--- src/rtl/gpio_int_pkg.sv ---
// gpio_int_pkg: shared widths and FSM state type for the GPIO interrupt controller
package gpio_int_pkg;
  localparam int INT_CODE_W = 7;
  localparam int MAX_SRC = 128;
  typedef enum logic [1:0] {IDLE, REQ, ACK} state_t;
endpackage

--- src/rtl/gpio_int_prio_enc.sv ---
// gpio_int_prio_enc: highest-set-index encoder (req -> idx, vld) built as a binary-halving search over a 128-bit padded vector
module gpio_int_prio_enc
  import gpio_int_pkg::*;
#(
  parameter int NUM_SRC = 8
) (
  input  logic [NUM_SRC-1:0]    req,
  output logic [INT_CODE_W-1:0] idx,
  output logic                  vld
);
  always_comb begin
    logic [MAX_SRC-1:0] w;
    logic hi;
    w = MAX_SRC'(req);
    hi = 1'b0;
    idx = '0;
    for (int k = INT_CODE_W - 1; k >= 0; k--) begin
      hi = |(w >> (1 << k));
      idx[k] = hi;
      w = hi ? w >> (1 << k) : w & ((MAX_SRC'(1) << (1 << k)) - MAX_SRC'(1));
    end
  end
  assign vld = |req;
endmodule

--- src/rtl/gpio_int_ctrl.sv ---
// gpio_int_ctrl: GPIO interrupt collector, highest-index priority, INTR/INTA_N handshake with withdrawal and idle gap; edge triggers built only with GPIO_INT_EDGE_EN
module gpio_int_ctrl
  import gpio_int_pkg::*;
#(
  parameter int NUM_SRC   = 8,
  parameter int CODE_BASE = 0
) (
  input  logic                  clk_cpu,
  input  logic                  rst_cpu,
  input  logic [NUM_SRC-1:0]    int_src,
  input  logic [NUM_SRC-1:0]    int_mask,
  input  logic [NUM_SRC-1:0]    int_edge,
  input  logic [NUM_SRC-1:0]    int_clr,
  output logic [NUM_SRC-1:0]    int_pend,
  output logic                  INTR,
  output logic [INT_CODE_W-1:0] INT_CODE,
  input  logic                  INTA_N,
  output logic                  int_busy
);
  state_t state, nxt;
  logic [NUM_SRC-1:0] trig, act, win_oh, ack_clr;
  logic [INT_CODE_W-1:0] idx;
  logic vld, ack;
`ifdef GPIO_INT_EDGE_EN
  logic [NUM_SRC-1:0] src_d;
  always_ff @(posedge clk_cpu)
    src_d <= rst_cpu ? '0 : int_src;
  assign trig = int_src & ~(int_edge & src_d);
`else
  logic unused_edge;
  assign unused_edge = ^int_edge;
  assign trig = int_src;
`endif
  assign act = int_pend & int_mask;
  assign ack = (state == REQ) && !INTA_N;
  assign ack_clr = ack ? win_oh : '0;
  gpio_int_prio_enc #(.NUM_SRC(NUM_SRC)) u_enc (
    .req(act),
    .idx(idx),
    .vld(vld)
  );
  // acknowledge beats withdrawal when both happen in the same REQ cycle
  always_comb begin
    nxt = state;
    case (state)
      IDLE: nxt = vld ? REQ : IDLE;
      REQ:  nxt = ack ? ACK : (|(act & win_oh)) ? REQ : IDLE;
      ACK:  nxt = INTA_N ? IDLE : ACK;
      default: nxt = IDLE;
    endcase
  end
  always_ff @(posedge clk_cpu) begin
    if (rst_cpu) begin
      state    <= IDLE;
      int_pend <= '0;
      win_oh   <= '0;
      INTR     <= 1'b0;
      INT_CODE <= '0;
      int_busy <= 1'b0;
    end else begin
      state    <= nxt;
      int_pend <= (int_pend & ~(int_clr | ack_clr)) | trig;
      INTR     <= nxt == REQ;
      int_busy <= nxt != IDLE;
      if (state == IDLE && vld) begin
        win_oh   <= NUM_SRC'(1) << idx;
        INT_CODE <= INT_CODE_W'(CODE_BASE) + idx;
      end
    end
  end
endmodule
--- config.mk ---
export PLATFORM = sky130hd
export DESIGN_NAME = gpio_int_ctrl
export DESIGN_NICKNAME = d
export VERILOG_FILES = /design/src/rtl/gpio_int_pkg.sv /design/src/rtl/gpio_int_prio_enc.sv /design/src/rtl/gpio_int_ctrl.sv
export SDC_FILE = /design/constraint.sdc
export NUM_CORES = 1
export LEC_CHECK = 0
export ABC_CLOCK_PERIOD_IN_PS = 2500
export BUFFER_PORTS_ARGS = -buffer_cell sky130_fd_sc_hd__buf_2
export CAP_MARGIN = 10
export CORE_UTILIZATION = 47
export CTS_CLUSTER_SIZE = 20
export DETAILED_ROUTE_END_ITERATION = 10
export GPL_ROUTABILITY_DRIVEN = 0
export PLACE_DENSITY_LB_ADDON = 0.1
export SLEW_MARGIN = 10
export SYNTH_ARGS = -nofsm -noshare
export SYNTH_HDL_FRONTEND = slang
export SYNTH_HIERARCHICAL = 1
export SYNTH_SLANG_ARGS = --single-unit
export TNS_END_PERCENT = 10
--- constraint.sdc ---
create_clock -name clk_cpu -period 2.5 [get_ports clk_cpu]
set_clock_uncertainty 0.15 [all_clocks]
set_input_delay 0.125 -clock clk_cpu [delete_from_list [all_inputs] [get_ports clk_cpu]]
set_output_delay 0.125 -clock clk_cpu [all_outputs]
set_load 0.01 [all_outputs]
# Yosys cells after proc, flatten, opt, wreduce, memory -nomap -nowiden
# Index checks and enable logic that the tools add are counted.
# totals
regBits,23
in_bits,35
out_inout_bits,17
# classes
eq_ne,3
n_shift,1
n_mux,8
bitwise_logic,6
reduce_logical,10
# op_table
operator,n
OR reduction 127 bit,1
OR reduction 126 bit,1
AND 8 bit,3
OR 8 bit,2
OR reduction 8 bit,2
2-to-1 mux 8 bit,1
inverter 8 bit,1
"left shift 1 x 3 -> 8 bit, first input constant",1
2-to-1 mux 2 bit,3
one-hot mux 2 bit (3 select lines),1
"== test 2 x 1 -> 1 bit, second input constant",2
2-to-1 mux 4 bit,1
OR reduction 4 bit,1
"== test 2 bit, second input constant",1
logical AND 1 bit,2
logical NOT 2 bit,1
2-to-1 mux 1 bit,2
nonzero test 2 bit,1
logical NOT 1 bit,1

# Depth between registers and ports, before layout
# logic_depth
depth_word,7
ltp_mapped,8
ltp_nobuf,6

# Cells and area by module
# Netlist, hierarchy kept.
# by_module_without_submodules
module,n_inst,cells_per_inst,area_each_um2,seq_area_each_um2
gpio_int_ctrl,1,136,1158.6,540.5
gpio_int_prio_enc,1,17,93.8,0.0

# Worst setup path before layout
# No wires, ideal clock.
# synth_timing
kind,flip-flop to flip-flop
from,register int_pend[6]
to,register win_oh[1]
arrival_time_ps,1673
required_ps,2283
setup_slack_ps,609
path_stages_with_launch,8
path_buffers,1
synth_period_minus_slack_ps,1891
cell_sequence,dfxtp_1 -> and2_1 -> nor2_2 -> nand4_1 -> or3b_1 -> buf_2 -> or3_4 -> o21ai_2
# synth_between
word_cells_on_any_way,9
classes_between,shift (1); mux (2); bitwise (1); reduce/logical (5)
# synth_rtl
element,line_no,text
"start, declared",gpio_int_ctrl.sv:14,"output logic [NUM_SRC-1:0] int_pend,"
"start signal, assigned",gpio_int_ctrl.sv:62,int_pend <= (int_pend & ~(int_clr | ack_clr)) | trig;
AND 8 bit,gpio_int_ctrl.sv:34,assign act = int_pend & int_mask;
net act[6],gpio_int_ctrl.sv:21,"logic [NUM_SRC-1:0] trig, act, win_oh, ack_clr;"
OR reduction 8 bit,gpio_int_prio_enc.sv:23,assign vld = |req;
net vld,gpio_int_ctrl.sv:23,"logic vld, ack;"
logical AND 1 bit,gpio_int_ctrl.sv:65,if (state == IDLE && vld) begin
"end signal, assigned",gpio_int_ctrl.sv:66,win_oh <= NUM_SRC'(1) << idx;
"end, declared",gpio_int_ctrl.sv:21,
# The timed path passes the listed nets, and every way through them passes these cells.
# A chain may end at the register's enable or synchronous reset.

# Worst setup path after layout
# layout_timing
from,register state[0]
to,register int_pend[6]
# layout_between
elab_chain_len,7
# layout_rtl
element,line_no,text
"start, declared",gpio_int_ctrl.sv:20,"state_t state, nxt;"
"start signal, assigned",gpio_int_ctrl.sv:61,state <= nxt;
== test 2 x 1 -> 1 bit,gpio_int_ctrl.sv:35,assign ack = (state == REQ) && !INTA_N;
logical AND 1 bit,gpio_int_ctrl.sv:35,
2-to-1 mux 8 bit,gpio_int_ctrl.sv:36,assign ack_clr = ack ? win_oh : '0;
OR 8 bit,gpio_int_ctrl.sv:62,
inverter 8 bit,gpio_int_ctrl.sv:62,
AND 8 bit,gpio_int_ctrl.sv:62,
OR 8 bit,gpio_int_ctrl.sv:62,
# Every way passes these cells.

==> out/qor.yml <==
clock_network:
  cts-root-buf: "clkbuf_4"
  cts_tree: "built"
  htree_levels: 1
  clk-insertion-delay-late_ns: 0.33
  path_clk_slew_ns: 0.16
  cts_buffer_depth: 2
  numClockSinks: 27
  numCtsBuffers: 3
synthesis:
  synth-seq-area-share: 0.432
  ys_top_cells_by_area: "dfxtp_1, nand2_1, nand3b_1"
  syn_area_mm2: 0.00125
  synth_cells: 153
  synth_top_area_frac: 0.432
  ys_ff_latch: 27
  synth.largest_area_cell: "dfxtp_1"
  ys_types: 32
  avgSynthCellArea_um2: 8.19
  yosys_warnings: 6
detailed_routing:
  routedWlPerCell_um: 12.5
  viasPerCell: 5.34
  totalWireLength_um: 2990
  vias: 1281
  ant_nets: 0
  drtIter0Drc: 21
  dr.pass1.iters: 4
  post-route-drc-count: 0
power_and_ir_drop:
  ir_worst_vdd_mv: 0.334
  power_mw: 0.886
  leakage_nw: 0.721
  power_density_mw_per_mm2: 534
critical_path:
  rr_startpoint: "state[0]"
  critical_path_class: "flip-flop to flip-flop"
  rr_endpoint: "int_pend[6]"
  cp_data_arrival_time_ns: 2.30
  crit_path_max_fanout: 9
  cp-start-kind: "flip-flop"
  r2r_setup_slack_ns: 0.27
  worstRegToRegCells: 5
  end_kind: "flip-flop"
  crit_required_ns: 2.57
sta:
  tightest_slew_ns: 0.574
  setup_viol: 0
  hold_viol_final: 0
  rsz0062_at_grt: "no"
  setup_tns_ns: 0
  period_share: 0.891
  slew_violations: 0
  min_period_ns: 2.23
  relSlewSlack: 0.616
  clock.fmax_mhz: 449
floorplanning:
  io_pins: 52
  initial_core_util: 0.501
  die_y_um: 53.6
  core_area_mm2: 0.00250
  die_area_mm2: 0.00288
  rows: 18
  fp.dieW_um: 53.6
final_layout:
  area_growth_pct: 32.4
  drive_above_1_share: 0.271
  antenna_cells: 0
  fin_cells: 240
  nets: 246
place:
  hpwl_um: 1970
  portBuffers: 43
  dp_cells: 219
grt:
  grt_max_degree: 30
  antenna_found_initial: 0
  grt_pass1_vias: 1147
  grtUsageTotal: 0.235
  grt_pass1_wl_um: 4750
  overflow: 0
worst_hold_path:
  hold-path-cell-count: 2
  min_path_type: "primary input to flip-flop"
  worst_hold_startpoint: "rst_cpu"
  whs_endpoint: "int_pend[0]"
flow_run:
  drv_cap: 0
run_status:
  status: "finished clean"
## timing repair
item,in CTS,in global routing
gates resized for setup,0,0
endpoints found under the hold margin,12,0
hold buffers,17,0
buffers inserted,0,0
## cell families (layout without fill, tap and decap cells)
| logic type | count (synthesis) | count (layout) | share of synthesized area |
|---|---|---|---|
| AND/OR/NAND/NOR | 67 | 67 | 0.297 |
| XOR/XNOR | 1 | 1 | 0.00699 |
| buffers and inverters | 21 | 75 | 0.0829 |
| flip-flops | 27 | 27 | 0.432 |
| other | 1 | 4 | 0.00299 |
| AO/OA/AOI/OAI | 36 | 36 | 0.179 |
## registers in the layout, summed over array words and instances, names as in the netlist
signal,flops
int_pend,8
win_oh,8
INT_CODE,7
state,2
INTR,1
int_busy,1
## placed cells by master, fill, tap and decap left out
| master | Yosys | final |
|---|---|---|
| a311oi_1 | 1 | 1 |
| or4_1 | 1 | 1 |
| a21oi_1 | 9 | 9 |
| o21ai_0 | 6 | 6 |
| nor3_1 | 1 | 1 |
| a22oi_1 | 4 | 4 |
| nor2_2 | 1 | 1 |
| nand3b_1 | 10 | 10 |
| buf_4 | 4 | 1 |
| clkbuf_4 | 0 | 3 |
| nor2_1 | 12 | 12 |
| o31ai_1 | 2 | 2 |
| or4b_2 | 1 | 1 |
| buf_2 | 2 | 43 |
| and2_1 | 8 | 8 |
| or3_4 | 2 | 2 |
| dlygate4sd3_1 | 0 | 17 |
| and4_1 | 1 | 1 |
| clkinvlp_4 | 0 | 1 |
| nand2_2 | 1 | 1 |
| a31oi_1 | 8 | 8 |
| nor3b_2 | 2 | 2 |
| inv_1 | 10 | 10 |
| nand2_1 | 24 | 24 |
| or3b_1 | 1 | 1 |
| conb_1 | 1 | 4 |
| nand4_1 | 1 | 1 |
| o21ai_1 | 2 | 2 |
| o41ai_1 | 2 | 2 |
| nand3_1 | 1 | 1 |
| o21ai_2 | 2 | 2 |
| xnor2_1 | 1 | 1 |
| dfxtp_1 | 27 | 27 |
## worst max-delay path, cell delays in order, from the launching register on
cell and delay, ns:
dfxtp_1 0.52, nor3b_2 0.51, nand2_1 0.12, a31oi_1 0.20
dlygate4sd3_1 0.57, nor2_1 0.04
## through the flow
stage | instance area (µm²) | hold WS, ns | setup WS [ns] | utilization
floorplan | 1260 | 0.0523 | 0.609 | -
CTS | 1660 | 0.0582 | 0.308 | 0.663
global placement | 1460 | 0.180 | 0.692 | 0.583
global route | 1660 | 0.0643 | 0.0960 | 0.663
finish | 1660 | 0.0678 | 0.273 | 0.663
detailed placement | 1460 | 0.191 | 0.636 | 0.583
## area by class of cell
class                      count  area, µm²
inverter                      10       37.5
multi-input combinational    108        619
timing repair buffer          61        393
fill                         234        842
tap                           30       37.5
sequential                    27        541
clock buffer                   3       22.5
clock inverter                 1       7.51
## synth_stat cells, drive strengths merged
| cell type | count |
|---|---|
| a21oi | 9 |
| or3b | 1 |
| conb | 1 |
| and2 | 8 |
| o41ai | 2 |
| nand3 | 1 |
| or4b | 1 |
| nand4 | 1 |
| a31oi | 8 |
| or4 | 1 |
| xnor2 | 1 |
| or3 | 2 |
| nor2 | 13 |
| a22oi | 4 |
| nor3 | 1 |
| nand3b | 10 |
| buf | 7 |
| o21ai | 10 |
| inv | 10 |
| a311oi | 1 |
| and4 | 1 |
| nand2 | 25 |
| dfxtp | 27 |
| nor3b | 2 |
| clkbuf | 4 |
| o31ai | 2 |
## layer usage
layer	part of all wire	vias to the layer above	routed length, µm	track usage
li1	-	634	-	-
met1	0.42	594	1260	0.265
met2	0.51	41	1530	0.433
met3	0.038	12	114	0.0339
met4	0.029	0	88	0.105
met5	0	-	0	0
## report_power, final
| part | switching [mW] | total (mW) | internal [mW] |
|---|---|---|---|
| combinational | 0.108 | 0.207 | 0.0984 |
| clock | 0.139 | 0.200 | 0.0612 |
| sequential | 0.0195 | 0.479 | 0.460 |
## worst max-delay path by stage
| stage | startpoint | to | cells past startpoint |
|---|---|---|---|
| global placement | int_pend[6] | win_oh[7] | 6 |
| global route | state[0] | int_pend[5] | 5 |
| CTS | state[0] | int_pend[5] | 5 |
| finish | state[0] | int_pend[6] | 5 |
| detailed placement | int_pend[4] | win_oh[6] | 6 |
| floorplan | int_pend[6] | win_oh[1] | 7 |
Power figures use the tool's default switching activity.
